--- config.mk ---
export PLATFORM = sky130hd
export DESIGN_NAME = exe_alu_arbiter
export DESIGN_NICKNAME = d
export VERILOG_FILES = /design/src/rtl/exe_alu_arbiter.sv
export SDC_FILE = /design/constraint.sdc
export NUM_CORES = 1
export LEC_CHECK = 0
export ABC_AREA = 1
export CAP_MARGIN = 20
export CORE_MARGIN = 1
export CORE_UTILIZATION = 28
export CTS_BUF_LIST = sky130_fd_sc_hd__clkbuf_4 sky130_fd_sc_hd__clkbuf_8
export DETAILED_ROUTE_END_ITERATION = 8
export PLACE_DENSITY_LB_ADDON = 0.05
export SLEW_MARGIN = 30
export SYNTH_ARGS = -nofsm -noshare
export SYNTH_HDL_FRONTEND = slang
export SYNTH_SLANG_ARGS = --single-unit
--- constraint.sdc ---
create_clock -name clk -period 3.6 [get_ports clk]
set_input_delay 0.36 -clock clk [delete_from_list [all_inputs] [get_ports clk]]
set_output_delay 0.36 -clock clk [all_outputs]
set_load 0.1 [all_outputs]
--- src/rtl/exe_alu_arbiter.sv ---
// Round-robin share of the execute-stage ALU between two requesters.
// One issue register drives the ALU; results queue in a 2-entry response FIFO.
module exe_alu_arbiter #(
  parameter int XLEN  = 64,
  parameter int ALU_W = 10,
  parameter int BJ_W  = 8,
  parameter int TAG_W = 5
) (
  input  logic             clk,
  input  logic             rst,
  input  logic             flush,
  input  logic             req0_valid,
  output logic             req0_ready,
  input  logic [XLEN-1:0]  req0_op1,
  input  logic [XLEN-1:0]  req0_op2,
  input  logic [ALU_W-1:0] req0_alu_info,
  input  logic             req0_word,
  input  logic [TAG_W-1:0] req0_tag,
  input  logic             req1_valid,
  output logic             req1_ready,
  input  logic [XLEN-1:0]  req1_op1,
  input  logic [XLEN-1:0]  req1_op2,
  input  logic [ALU_W-1:0] req1_alu_info,
  input  logic             req1_word,
  input  logic [TAG_W-1:0] req1_tag,
  output logic [XLEN-1:0]  alu_op1,
  output logic [XLEN-1:0]  alu_op2,
  output logic [ALU_W-1:0] alu_info,
  output logic             alu_word,
  input  logic [XLEN-1:0]  alu_output,
  input  logic [BJ_W-1:0]  alu_bj,
  output logic             rsp_valid,
  input  logic             rsp_ready,
  output logic             rsp_id,
  output logic [TAG_W-1:0] rsp_tag,
  output logic [XLEN-1:0]  rsp_data,
  output logic [BJ_W-1:0]  rsp_bj
);

  logic             r_iss_valid;
  logic [XLEN-1:0]  r_iss_op1;
  logic [XLEN-1:0]  r_iss_op2;
  logic [ALU_W-1:0] r_iss_info;
  logic             r_iss_word;
  logic [TAG_W-1:0] r_iss_tag;
  logic             r_iss_id;

  logic [XLEN-1:0]  r_fifo_data [2];
  logic [BJ_W-1:0]  r_fifo_bj   [2];
  logic [TAG_W-1:0] r_fifo_tag  [2];
  logic             r_fifo_id   [2];
  logic             r_wptr;
  logic             r_rptr;
  logic [1:0]       r_count;
  logic             r_rr;

  logic             w_pop;
  logic             w_adv;
  logic             w_free;
  logic             w_gnt0;
  logic             w_gnt1;
  logic             w_slot_ok;
  logic             w_acc;
  logic             w_acc_id;

  assign rsp_valid = (r_count != 2'd0);
  assign w_pop     = rsp_valid & rsp_ready;
  // A full FIFO still accepts a push when the head leaves in the same cycle.
  assign w_adv     = r_iss_valid & ((r_count != 2'd2) | w_pop);
  assign w_free    = ~r_iss_valid | w_adv;

  // Port 1 wins when alone or when both request and the pointer favours it.
  assign w_gnt1    = req1_valid & (~req0_valid | r_rr);
  assign w_gnt0    = req0_valid & ~w_gnt1;
  assign w_slot_ok = w_free & ~flush & rst;
  assign req0_ready = w_gnt0 & w_slot_ok;
  assign req1_ready = w_gnt1 & w_slot_ok;
  assign w_acc      = req0_ready | req1_ready;
  assign w_acc_id   = req1_ready;

  // Stage 0 -> 1: accepted request enters the issue register
  always_ff @(posedge clk) begin
    if (!rst) begin
      r_iss_valid <= 1'b0;
      r_iss_op1   <= '0;
      r_iss_op2   <= '0;
      r_iss_info  <= '0;
      r_iss_word  <= 1'b0;
      r_iss_tag   <= '0;
      r_iss_id    <= 1'b0;
      r_rr        <= 1'b0;
    end else if (flush) begin
      r_iss_valid <= 1'b0;
    end else if (w_acc) begin
      r_iss_valid <= 1'b1;
      r_iss_op1   <= w_acc_id ? req1_op1      : req0_op1;
      r_iss_op2   <= w_acc_id ? req1_op2      : req0_op2;
      r_iss_info  <= w_acc_id ? req1_alu_info : req0_alu_info;
      r_iss_word  <= w_acc_id ? req1_word     : req0_word;
      r_iss_tag   <= w_acc_id ? req1_tag      : req0_tag;
      r_iss_id    <= w_acc_id;
      r_rr        <= ~w_acc_id;
    end else if (w_adv) begin
      r_iss_valid <= 1'b0;
    end
  end

  // Stage 1 -> 2: ALU result lands in the response FIFO
  always_ff @(posedge clk) begin
    if (!rst) begin
      for (int i = 0; i < 2; i++) begin
        r_fifo_data[i] <= '0;
        r_fifo_bj[i]   <= '0;
        r_fifo_tag[i]  <= '0;
        r_fifo_id[i]   <= 1'b0;
      end
      r_wptr  <= 1'b0;
      r_rptr  <= 1'b0;
      r_count <= 2'd0;
    end else if (flush) begin
      r_wptr  <= 1'b0;
      r_rptr  <= 1'b0;
      r_count <= 2'd0;
    end else begin
      if (w_adv) begin
        r_fifo_data[r_wptr] <= alu_output;
        r_fifo_bj[r_wptr]   <= alu_bj;
        r_fifo_tag[r_wptr]  <= r_iss_tag;
        r_fifo_id[r_wptr]   <= r_iss_id;
        r_wptr              <= ~r_wptr;
      end
      if (w_pop) begin
        r_rptr <= ~r_rptr;
      end
      case ({w_adv, w_pop})
        2'b10:   r_count <= r_count + 2'd1;
        2'b01:   r_count <= r_count - 2'd1;
        default: r_count <= r_count;
      endcase
    end
  end

  assign alu_op1  = r_iss_op1;
  assign alu_op2  = r_iss_op2;
  assign alu_info = r_iss_valid ? r_iss_info : '0;
  assign alu_word = r_iss_word;

  assign rsp_id   = r_fifo_id[r_rptr];
  assign rsp_tag  = r_fifo_tag[r_rptr];
  assign rsp_data = r_fifo_data[r_rptr];
  assign rsp_bj   = r_fifo_bj[r_rptr];

endmodule
=== Word-level counts from Yosys, hierarchy flattened ===
Memories as Yosys holds them, arrays and structs flattened. A register that Yosys moved wholly into a read port is not among the register bits.
Index checks and enable logic that the tools add are counted.

* Bits in registers: 151
* Bits in latches: 0
* RAM bits: 156
* Bits in read-only memories: 0
* Logic and storage cells: 83
* Memories: 4

* Add/subtract/negate cells: 2
* Multipliers: 0
* Divide/modulo/power cells: 0
* $lt $le $gt $ge: 0
* Eq/ne operators: 3
* Shift-type cells: 0
* Muxes and demuxes: 34
* Bitwise operators: 20
* Reductions and logical operators: 9

{| class="wikitable"
|+ Memories
! name !! depth !! bits a word !! rd ports !! clocked after Yosys merged registers in !! write ports !! line !! RTL
|-
| r_fifo_data || 2 || 64 || 1 || 1 || 2 || 48 || <nowiki>logic [XLEN-1:0] r_fifo_data [2];</nowiki>
|-
| r_fifo_bj || 2 || 8 || 1 || 1 || 2 || 49 || <nowiki>logic [BJ_W-1:0] r_fifo_bj [2];</nowiki>
|-
| r_fifo_tag || 2 || 5 || 1 || 1 || 2 || 50 || <nowiki>logic [TAG_W-1:0] r_fifo_tag [2];</nowiki>
|-
| r_fifo_id || 2 || 1 || 1 || 1 || 2 || 51 || <nowiki>logic r_fifo_id [2];</nowiki>
|}

{| class="wikitable"
|+ Operators with widths
! kind !! number
|-
| two-way mux 64 bit || 3
|-
| OR reduction 64 bit || 1
|-
| two-way mux 1 bit || 25
|-
| two-way mux 10 bit || 2
|-
| two-way mux 5 bit || 2
|-
| bitwise AND 1 bit || 8
|-
| two-way mux 8 bit || 1
|-
| inverter 1 bit || 8
|-
| OR reduction 8 bit || 1
|-
| nonzero test 2 bit || 3
|-
| OR reduction 5 bit || 1
|-
| bitwise OR 1 bit || 4
|-
| case mux 2 bit (2 select lines) || 1
|-
| adder 2 x 1 -> 2 bit, second input constant || 1
|-
| == test 2 x 1 -> 1 bit, second input constant || 1
|-
| == test 2 bit, second input constant || 1
|-
| != test 2 bit, second input constant || 1
|-
| AND reduction 2 bit || 1
|-
| OR reduction 2 bit || 1
|-
| subtractor 2 x 1 -> 2 bit, second input constant || 1
|-
| OR reduction 1 bit || 1
|}

=== Logic depth before layout (Yosys ltp) ===
Gate-level depths: netlist (run 1).

* Depth in word-level cells: 10
* Gate-level depth with buffers: 10
* Depth with buffers taken out: 9

=== Worst setup path before layout (run 1) ===
No wires, ideal clock.

* Kind: reg2out
* From: register (tool-made name)
* To: output port rsp_id
* Arrival: 2.918 ns
* Slack: 0.322 ns
* Stages on the path, launching flop included: 5
* Cell sequence: dfxtp_1 clkbuf_1 buf_2 buf_2 o21ai_0

{| class="wikitable"
|+ RTL lines
! what !! line !! RTL
|-
| end: declaration || 34 || <nowiki>output logic rsp_id,</nowiki>
|}

=== Worst setup path in the final report (run 1) ===
* From: register r_iss_valid
* To: output port req1_ready

* Longest elaborated chain between the ends: 5
* Elaborated cells on any way between the ends: 6

{| class="wikitable"
|+ RTL lines
! what !! line !! RTL
|-
| start: declaration || 40 || <nowiki>logic r_iss_valid;</nowiki>
|-
| start signal: assignment || 84 || <nowiki>r_iss_valid <= 1'b0;</nowiki>
|-
| start signal: assignment || 93 || <nowiki>r_iss_valid <= 1'b0;</nowiki>
|-
| start signal: assignment || 95 || <nowiki>r_iss_valid <= 1'b1;</nowiki>
|-
| bitwise AND 1 bit / inverter 1 bit (equally long branches) || 69, 70 ||
|-
| bitwise OR 1 bit (*) || 70 || <nowiki>assign w_free = ~r_iss_valid | w_adv;</nowiki>
|-
| bitwise AND 1 bit (*) (2 in a row) || 75 || <nowiki>assign w_slot_ok = w_free & ~flush & rst;</nowiki>
|-
| bitwise AND 1 bit (*) || 77 || <nowiki>assign req1_ready = w_gnt1 & w_slot_ok;</nowiki>
|-
| end: declaration || 20 || <nowiki>output logic req1_ready,</nowiki>
|}

Every way passes the cells marked *; elsewhere a longest branch is shown, timed or not.

==> qor.csv, run 1 <==
metric,value,unit
via/cell ratio,4.59,
share of cells above drive strength 1,0.152,
R2R Setup Slk,1.10,ns
Area contributors post-synth,"edfxtp_1 (30%), dfxtp_1 (20%), nand2_1 (11%), nor2_1 (11%), nand3b_1 (6.9%)",
detailed-route wire length per cell,19.2,microns
Overflow after GRT,0,
first-pass GRT wire length,89700,microns
kind of critical path,register to output port,
Crit path largest cell delay,0.77,ns
setup_tns,0,ns
Post-layout nets,2733,
"Max FO, Critical Path",39,
Max-cap violations,0,
vias in the first global route,14300,
post-synth top area share,0.304,
CTS Buffer Depth,3,
Die ar.,0.0553,sq mm
YS warnings,0,
status,"complete, no violations",
Top Ports,586,
Area growth syn-to-layout,46.8,%
CP endpoint kind,output port,
Placed Cells,3001,
GRT busiest layer,met2,
CTS tree,done,
Final Hold Fails,0,
Min-Delay Path Class,primary input to register,
"CTS clk-pin slew, worst paths",0.05,ns
"commonest non-fill, non-tap cell in the layout",nand2_1,
CP Data Arrival Time,2.58,ns
Final Skew,0.0127,ns
GR Layer Usage met2,0.366,
P_sw,3.27,mW
Max Slew Vio Count,0,
port bufs,585,
largest net degree at the start of global routing,149,
total CTS buffers,58,
GRT Total Usage,0.212,
PwrDens,446,mW/mm^2
Vias,14300,
Final Core Density,0.416,
proportion of power drawn by the clock network,0.363,
GRT met3 Usage,0.0827,
Detailed Route WL,59800,microns
unrepaired setup endpoints after global routing,no,
Final Critical Period,2.94,ns
"flops & latches, synth",308,
Final Cycle Share,0.818,
DRT Pass-1 Iters,7,
initial antenna violation count,20,
Synth Net Count,2220,
cell chain of the critical path,nand4_4 > nand3_4 > inv_1 > buf_12,
clk root buf,clkbuf_8,
maximum vdd drop,0.000245,V
most frequent cells in the layout,"nand2_1 (450), nor2_1 (444), clkdlybuf4s50_1 (429)",
H-tree depth,2,
Slew headroom,0.304,
Mapped Cells,1853,
sequential share of power,0.394,
number of remaining DRC errors,0,
switching share of power,0.328,
"Avg Cell Area, Syn",8.21,sq um
"Distinct cells, synth",23,
worst slew pin tran,1.04,ns
upper clock frequency limit,340,MHz
Initial Util,0.283,
Worst-Skew Late Latency,0.65,ns
Synth area leader,edfxtp_1,
CP Launch Type,register,
Routability Congestion,0.821,
1st-iter DRT viols,797,
CP max stage cell,dfxtp_1,
Internal Power,6.69,mW
required time of the critical path,3.24,ns
Post-DP HPWL,40300,microns
Final Non-Filler Cells,3119,
met1 Track Usage GR,0.242,
CTS sink count,308,
postcts setup bufs,0,
Die Y,235,microns
post-route ant nets,0,
Comb power frac,0.243,
synthesized area,0.0152,sq mm
final setup vio count,0,
leakage power,10.1,nW
sequential-to-total area share from yosys stat,0.507,
die span in x,235,microns
row count,85,
core area,0.0537,sq mm
cells by family after synthesis:
family | Yosys count | share of synthesized area
adder cells (fa/ha/maj) | 1 | 0.000822
buffers and inverters | 257 | 0.0742
AO/OA/AOI/OAI | 17 | 0.00633
multiplexers | 77 | 0.0570
flip-flops | 308 | 0.507
AND/OR/NAND/NOR | 1193 | 0.355
Yosys cell counts, drive strengths merged:
cell and count:
a21boi 1, a21oi 8, buf 89, clkbuf 66
dfxtp 154, edfxtp 154, ha 1, inv 102
mux2 77, nand2 453, nand3 11, nand3b 139
nand4 145, nor2 445, o211ai 1, o21ai 6
o22ai 1
stage by stage:
stage                     hold WS [ns]  setup WS [ns]  instance area (sq um)  total power, mW
after floorplan                  0.426          0.322                  15200             5.58
after global placement           0.439          0.850                  21400             6.47
after detailed placement         0.437          0.846                  21100             6.43
after CTS                        0.310          0.482                  22300             10.1
after global routing             0.325          0.413                  22300             10.4
final                            0.374          0.656                  22300             9.96
layer usage:
metal / up-vias / routed length [microns]
li1: 7098 / -
met2: 437 / 29500
met5: - / 110
met4: 16 / 1080
met1: 6697 / 23600
met3: 79 / 5480
power by group through the flow:
stage	logic, mW	registers (mW)	clock network, mW
after floorplan	0.829	4.75	0
after global placement	2.49	3.99	0
after detailed placement	2.44	3.99	0
after CTS	2.45	3.92	3.74
after global routing	2.55	3.94	3.91
final	2.42	3.92	3.62
critical path, delay by kind of cell (launching register included):
kind                   cells  cell delay (ns)
and+or+nand+nor            2             0.78
DFF                        1             0.77
buffers and inverters      2             0.37
area by class of cell:
type / instances / area, sq um
Multi-Input combinational cell: 1288 / 6460
Sequential cell: 308 / 7710
Antenna cell: 11 / 27.5
Inverter: 102 / 383
Timing Repair Buffer: 608 / 5660
Clock inverter: 14 / 121
Clock buffer: 92 / 1100
Fill cell: 5597 / 31400
Tap cell: 696 / 871
state kept, by name (all words and copies together) (netlist names), named ones only:
signal       count
r_fifo_data    128
alu_op1         64
alu_op2         64
r_fifo_bj       16
r_fifo_tag      10
r_iss_info      10
r_iss_tag        5
r_count          2
r_fifo_id        2
alu_word         1
r_iss_id         1
r_iss_valid      1
r_rptr           1
r_rr             1
r_wptr           1
what timing repair did:
action,4_1_cts,5_1_grt
hold buffers,1,0
gates resized for setup,0,0
endpoints found under the hold margin,1,0
final timing paths:
path	startpoint	endpoint	cells past startpoint
max	r_iss_valid	req1_ready	4
min	req0_op1[61]	alu_op1[61]	5
max reg2reg	r_iss_valid	alu_op2[61]	7
min reg2reg	r_rptr	register	1
No activity file was read; power rests on OpenSTA's default activity.
==> inputs of run 2 (changes only) <==
Clock period 3.6 ns to 2.8 ns, I/O delays scaled along.
==> run 2 against run 1 <==
- clock power grew 34%
- non-clock buffer count rose by 12
- die area unchanged
- hold slack got worse by 0.089 ns
- highest routed layer unchanged
- cell area is 0.89% higher
- flip-flop and latch count stayed put
- global-route usage grew 0.21 points
- combinational power up 30%
- first-iteration DRC count decreased by 7.5%
- sequential power rose by 29%
- critical endpoint unchanged
- via count up 1.1%
==> qor.csv, run 2 (synthesis gave the netlist of run 1 again) <==
metric,value,unit
port bufs,585,
1st-iter DRT viols,737,
Slew headroom,0.404,
Top reg by flops,r_fifo_data,
post-route ant nets,0,
core area,0.0537,sq mm
vias in the first global route,14600,
Initial Util,0.283,
leakage power,10.3,nW
CTS Buffer Depth,3,
"commonest non-fill, non-tap cell in the layout",nand2_1,
worst slew pin tran,0.895,ns
Largest register FFs,128,
Post-Layout Inst Area,0.0225,sq mm
Area growth syn-to-layout,48.1,%
Worst-Skew Late Latency,0.65,ns
status,"complete, no violations",
unrepaired setup endpoints after global routing,no,
detailed-route wire length per cell,19.4,microns
Die Y,235,microns
row count,85,
Area after DPL,0.0212,sq mm
Top Ports,586,
clk root buf,clkbuf_8,
Post-layout nets,2744,
CP endpoint kind,output port,
required time of the critical path,2.52,ns
Total Power,13.0,mW
Min-Delay Path Class,primary input to register,
first-pass GRT wire length,90400,microns
CTS Hold Bufs,1,
CP Data Arrival Time,2.33,ns
Vias,14500,
number of remaining DRC errors,0,
final setup vio count,0,
Detailed Route WL,60800,microns
kind of critical path,register to output port,
DRT Pass-1 Iters,5,
upper clock frequency limit,383,MHz
Final Skew,0.0248,ns
Max Slew Vio Count,0,
Routability Congestion,0.830,
Placed Cells,3013,
die span in x,235,microns
Overflow after GRT,0,
largest net degree at the start of global routing,149,
total CTS buffers,57,
via/cell ratio,4.63,
most frequent cells in the layout,"nand2_1 (450), nor2_1 (444), clkdlybuf4s50_1 (364)",
CTS tree,done,
GRT Total Usage,0.214,
PwrDens,578,mW/mm^2
maximum vdd drop,0.000318,V
Final Non-Filler Cells,3126,
H-tree depth,2,
share of cells above drive strength 1,0.183,
Final Critical Period,2.61,ns
setup_tns,0,ns
Die ar.,0.0553,sq mm
Max-cap violations,0,
"CTS clk-pin slew, worst paths",0.07,ns
number of gates resized after CTS,0,
CP Launch Type,register,
Final Hold Fails,0,
initial antenna violation count,10,
postcts setup bufs,0,
Final Cycle Share,0.933,
Post-DP HPWL,41400,microns
"Max FO, Critical Path",54,
CTS sink count,308,
-- run 2: power breakdown --
group | switching (mW) | total, mW | internal, mW
clock network | 2.05 | 4.84 | 2.79
logic | 2.13 | 3.14 | 1.01
registers | 0.0934 | 5.05 | 4.95
total | 4.28 | 13.0 | 8.75
-- run 2: per-stage QoR --
stage                     setup WS, ns  hold slack [ns]   util
after detailed placement         0.387            0.431  0.395
after CTS                       0.0750            0.210  0.419
after global placement           0.440            0.434  0.395
after floorplan                  0.362            0.426      -
final                            0.189            0.285  0.420
after global routing            0.0167            0.251  0.419
-- run 2: cell type report --
| class | instances | area [sq um] |
|---|---|---|
| diodes | 6 | 15.0 |
| clock buffers | 89 | 1110 |
| clock inverters | 17 | 164 |
| fillers | 5535 | 31200 |
| inverters | 102 | 383 |
| multi-input cells | 1288 | 6460 |
| flip-flops and latches | 308 | 7710 |
| well taps | 696 | 871 |
| repair buffers | 620 | 5820 |
-- run 2: final timing paths --
check,start,depth (start not counted),slack [ns],endpoint
setup / recovery,r_iss_valid,6,0.19,req1_ready
hold / removal,req0_op1[28],5,0.28,alu_op1[28]
setup reg to reg,r_iss_valid,8,0.69,alu_op1[16]
hold reg to reg,r_rptr,1,0.46,register
-- run 2: worst max-delay path, stage by stage (launching register included) --
cell,delay [ns]
dfxtp_1,0.42
buf_4,0.24
nand4_4,0.25
nand3_4,0.20
buf_12,0.26
inv_1,0.11
buf_12,0.18
-- run 2: per-layer routing --
layer | vias to the layer above | GRT usage | wire (microns)
met5 | - | 0 | 38
met1 | 6843 | 0.257 | 25000
met4 | 6 | 0.0560 | 1300
met3 | 88 | 0.0670 | 4540
met2 | 424 | 0.368 | 29900
li1 | 7124 | - | -
==> inputs of run 3 (changes only) <==
Settings changed: CORE_ASPECT_RATIO set to 2, REMOVE_ABC_BUFFERS set to 1.
==> run 3 against run 2 <==
- cell area down 1.2%
- sequential power about the same
- die area grew 0.10%
- combinational power about the same
- clock power shrank 18%
- register-to-register slack better by 0.25 ns
- final cell count down 1.3%
- sequential share of layout area up 0.43 points
- critical path type unchanged
- largest power group unchanged
==> qor.csv, run 3 (synthesis gave the netlist of run 1 again) <==
metric,value,unit
status,"complete, no violations",
port bufs,585,
CP endpoint kind,output port,
Crit path largest cell delay,0.50,ns
Initial Util,0.284,
GRT Total Usage,0.209,
cell chain of the critical path,buf_4 > mux2_2 > buf_4,
upper clock frequency limit,431,MHz
core area,0.0536,sq mm
Final Skew,0.0182,ns
largest net degree at the start of global routing,149,
Max-cap violations,0,
Die ar.,0.0553,sq mm
via/cell ratio,4.66,
CTS Buffer Depth,3,
leakage power,10.2,nW
Area growth syn-to-layout,46.3,%
Total Power,12.2,mW
DR WL met3,5460,microns
Vias,14400,
Routability Congestion,0.808,
Detailed Route WL,59200,microns
maximum vdd drop,0.000308,V
Largest register FFs,128,
Post-layout nets,2738,
number of remaining DRC errors,0,
row count,120,
unrepaired setup endpoints after global routing,no,
Slew headroom,0.451,
Final Critical Period,2.32,ns
die span in x,167,microns
Multi-input gate area,0.00646,sq mm
CP Launch Type,register,
final setup vio count,0,
routed metal-1 wire length,22200,microns
most frequent cells in the layout,"nand2_1 (450), nor2_1 (444), clkdlybuf4s50_1 (364)",
Final Cycle Share,0.828,
Final Core Density,0.415,
first-pass GRT wire length,89400,microns
CP Data Arrival Time,2.04,ns
CTS tree,done,
filler cell count,5517,
Top reg by flops,r_fifo_data,
detailed-route wire length per cell,19.2,microns
Final Hold Fails,0,
final hold slack,0.331,ns
Top Ports,586,
Die Y,332,microns
share of cells above drive strength 1,0.180,
"commonest non-fill, non-tap cell in the layout",nand2_1,
CP max stage cell,dfxtp_4,
met2 WL,29600,microns
Min-Delay Path Class,primary input to register,
PwrDens,547,mW/mm^2
Sequential Area,0.00771,sq mm
"CTS clk-pin slew, worst paths",0.07,ns
H-tree depth,2,
required time of the critical path,2.52,ns
postcts setup bufs,0,
Post-DP HPWL,40800,microns
Worst-Skew Late Latency,0.60,ns
vias in the first global route,14800,
top sig layer,met5,
crit-path most repeated cell,buf_4,
clk root buf,clkbuf_8,
total CTS buffers,48,
1st-iter DRT viols,676,
kind of critical path,register to output port,
worst slew pin tran,0.824,ns
Overflow after GRT,0,
initial antenna violation count,8,
Max Slew Vio Count,0,
post-route ant nets,0,
"Max FO, Critical Path",16,
DRT Pass-1 Iters,5,
CTS sink count,308,
==> run 3: final cells by class <==
type,count,area share
clock inverters,7,0.00180
diodes,5,0.000562
flip-flops and latches,308,0.347
multi-input cells,1288,0.291
well taps,671,0.0377
inverters,102,0.0172
clock buffers,82,0.0426
repair buffers,623,0.263
==> run 3: path summary, 6_finish.rpt <==
check	from	endpoint	slack, ns	cells after the start
worst max register to register	r_count[0]	alu_op2[57]	0.94	8
worst min-delay path	req0_op2[55]	alu_op2[55]	0.33	5
worst max-delay path	register	rsp_data[51]	0.48	3
worst min register to register	r_rptr	register	0.44	1
==> run 3: metal layers <==
layer / up-vias / GRT usage
met5: - / 0
met4: 4 / 0.0825
met3: 95 / 0.0747
met2: 552 / 0.368
met1: 6633 / 0.227
li1: 7087 / -
==> run 3: metrics by stage <==
stage          instance area, sq um  std cells  setup TNS, ns  setup WS [ns]
4_1_cts                       22200       3081              0          0.353
3_5_place_dp                  21200       2991              0          0.440
2_1_floorplan                 14500       1698       -2222.39         -13.58
5_1_grt                       22300       3086              0          0.355
3_3_place_gp                  21200       2991              0          0.487
6_report                      22300       3086              0          0.481
==> run 3: critical path: cells and delay by family, from the launching register on <==
family	cells	cell delay, ns
buf+inv	2	0.56
flops	1	0.50
mux	1	0.38
==> run 3: power breakdown <==
group	switching (mW)	internal (mW)	leakage (nW)
clock network	1.86	2.13	0.536
logic	2.12	1.01	6.79
registers	0.0925	4.95	2.87
==> run 3: timing repair <==
action / in CTS / in global routing
endpoints found under the hold margin: 1 / 0
gates resized for setup: 0 / 0
hold buffers: 1 / 0
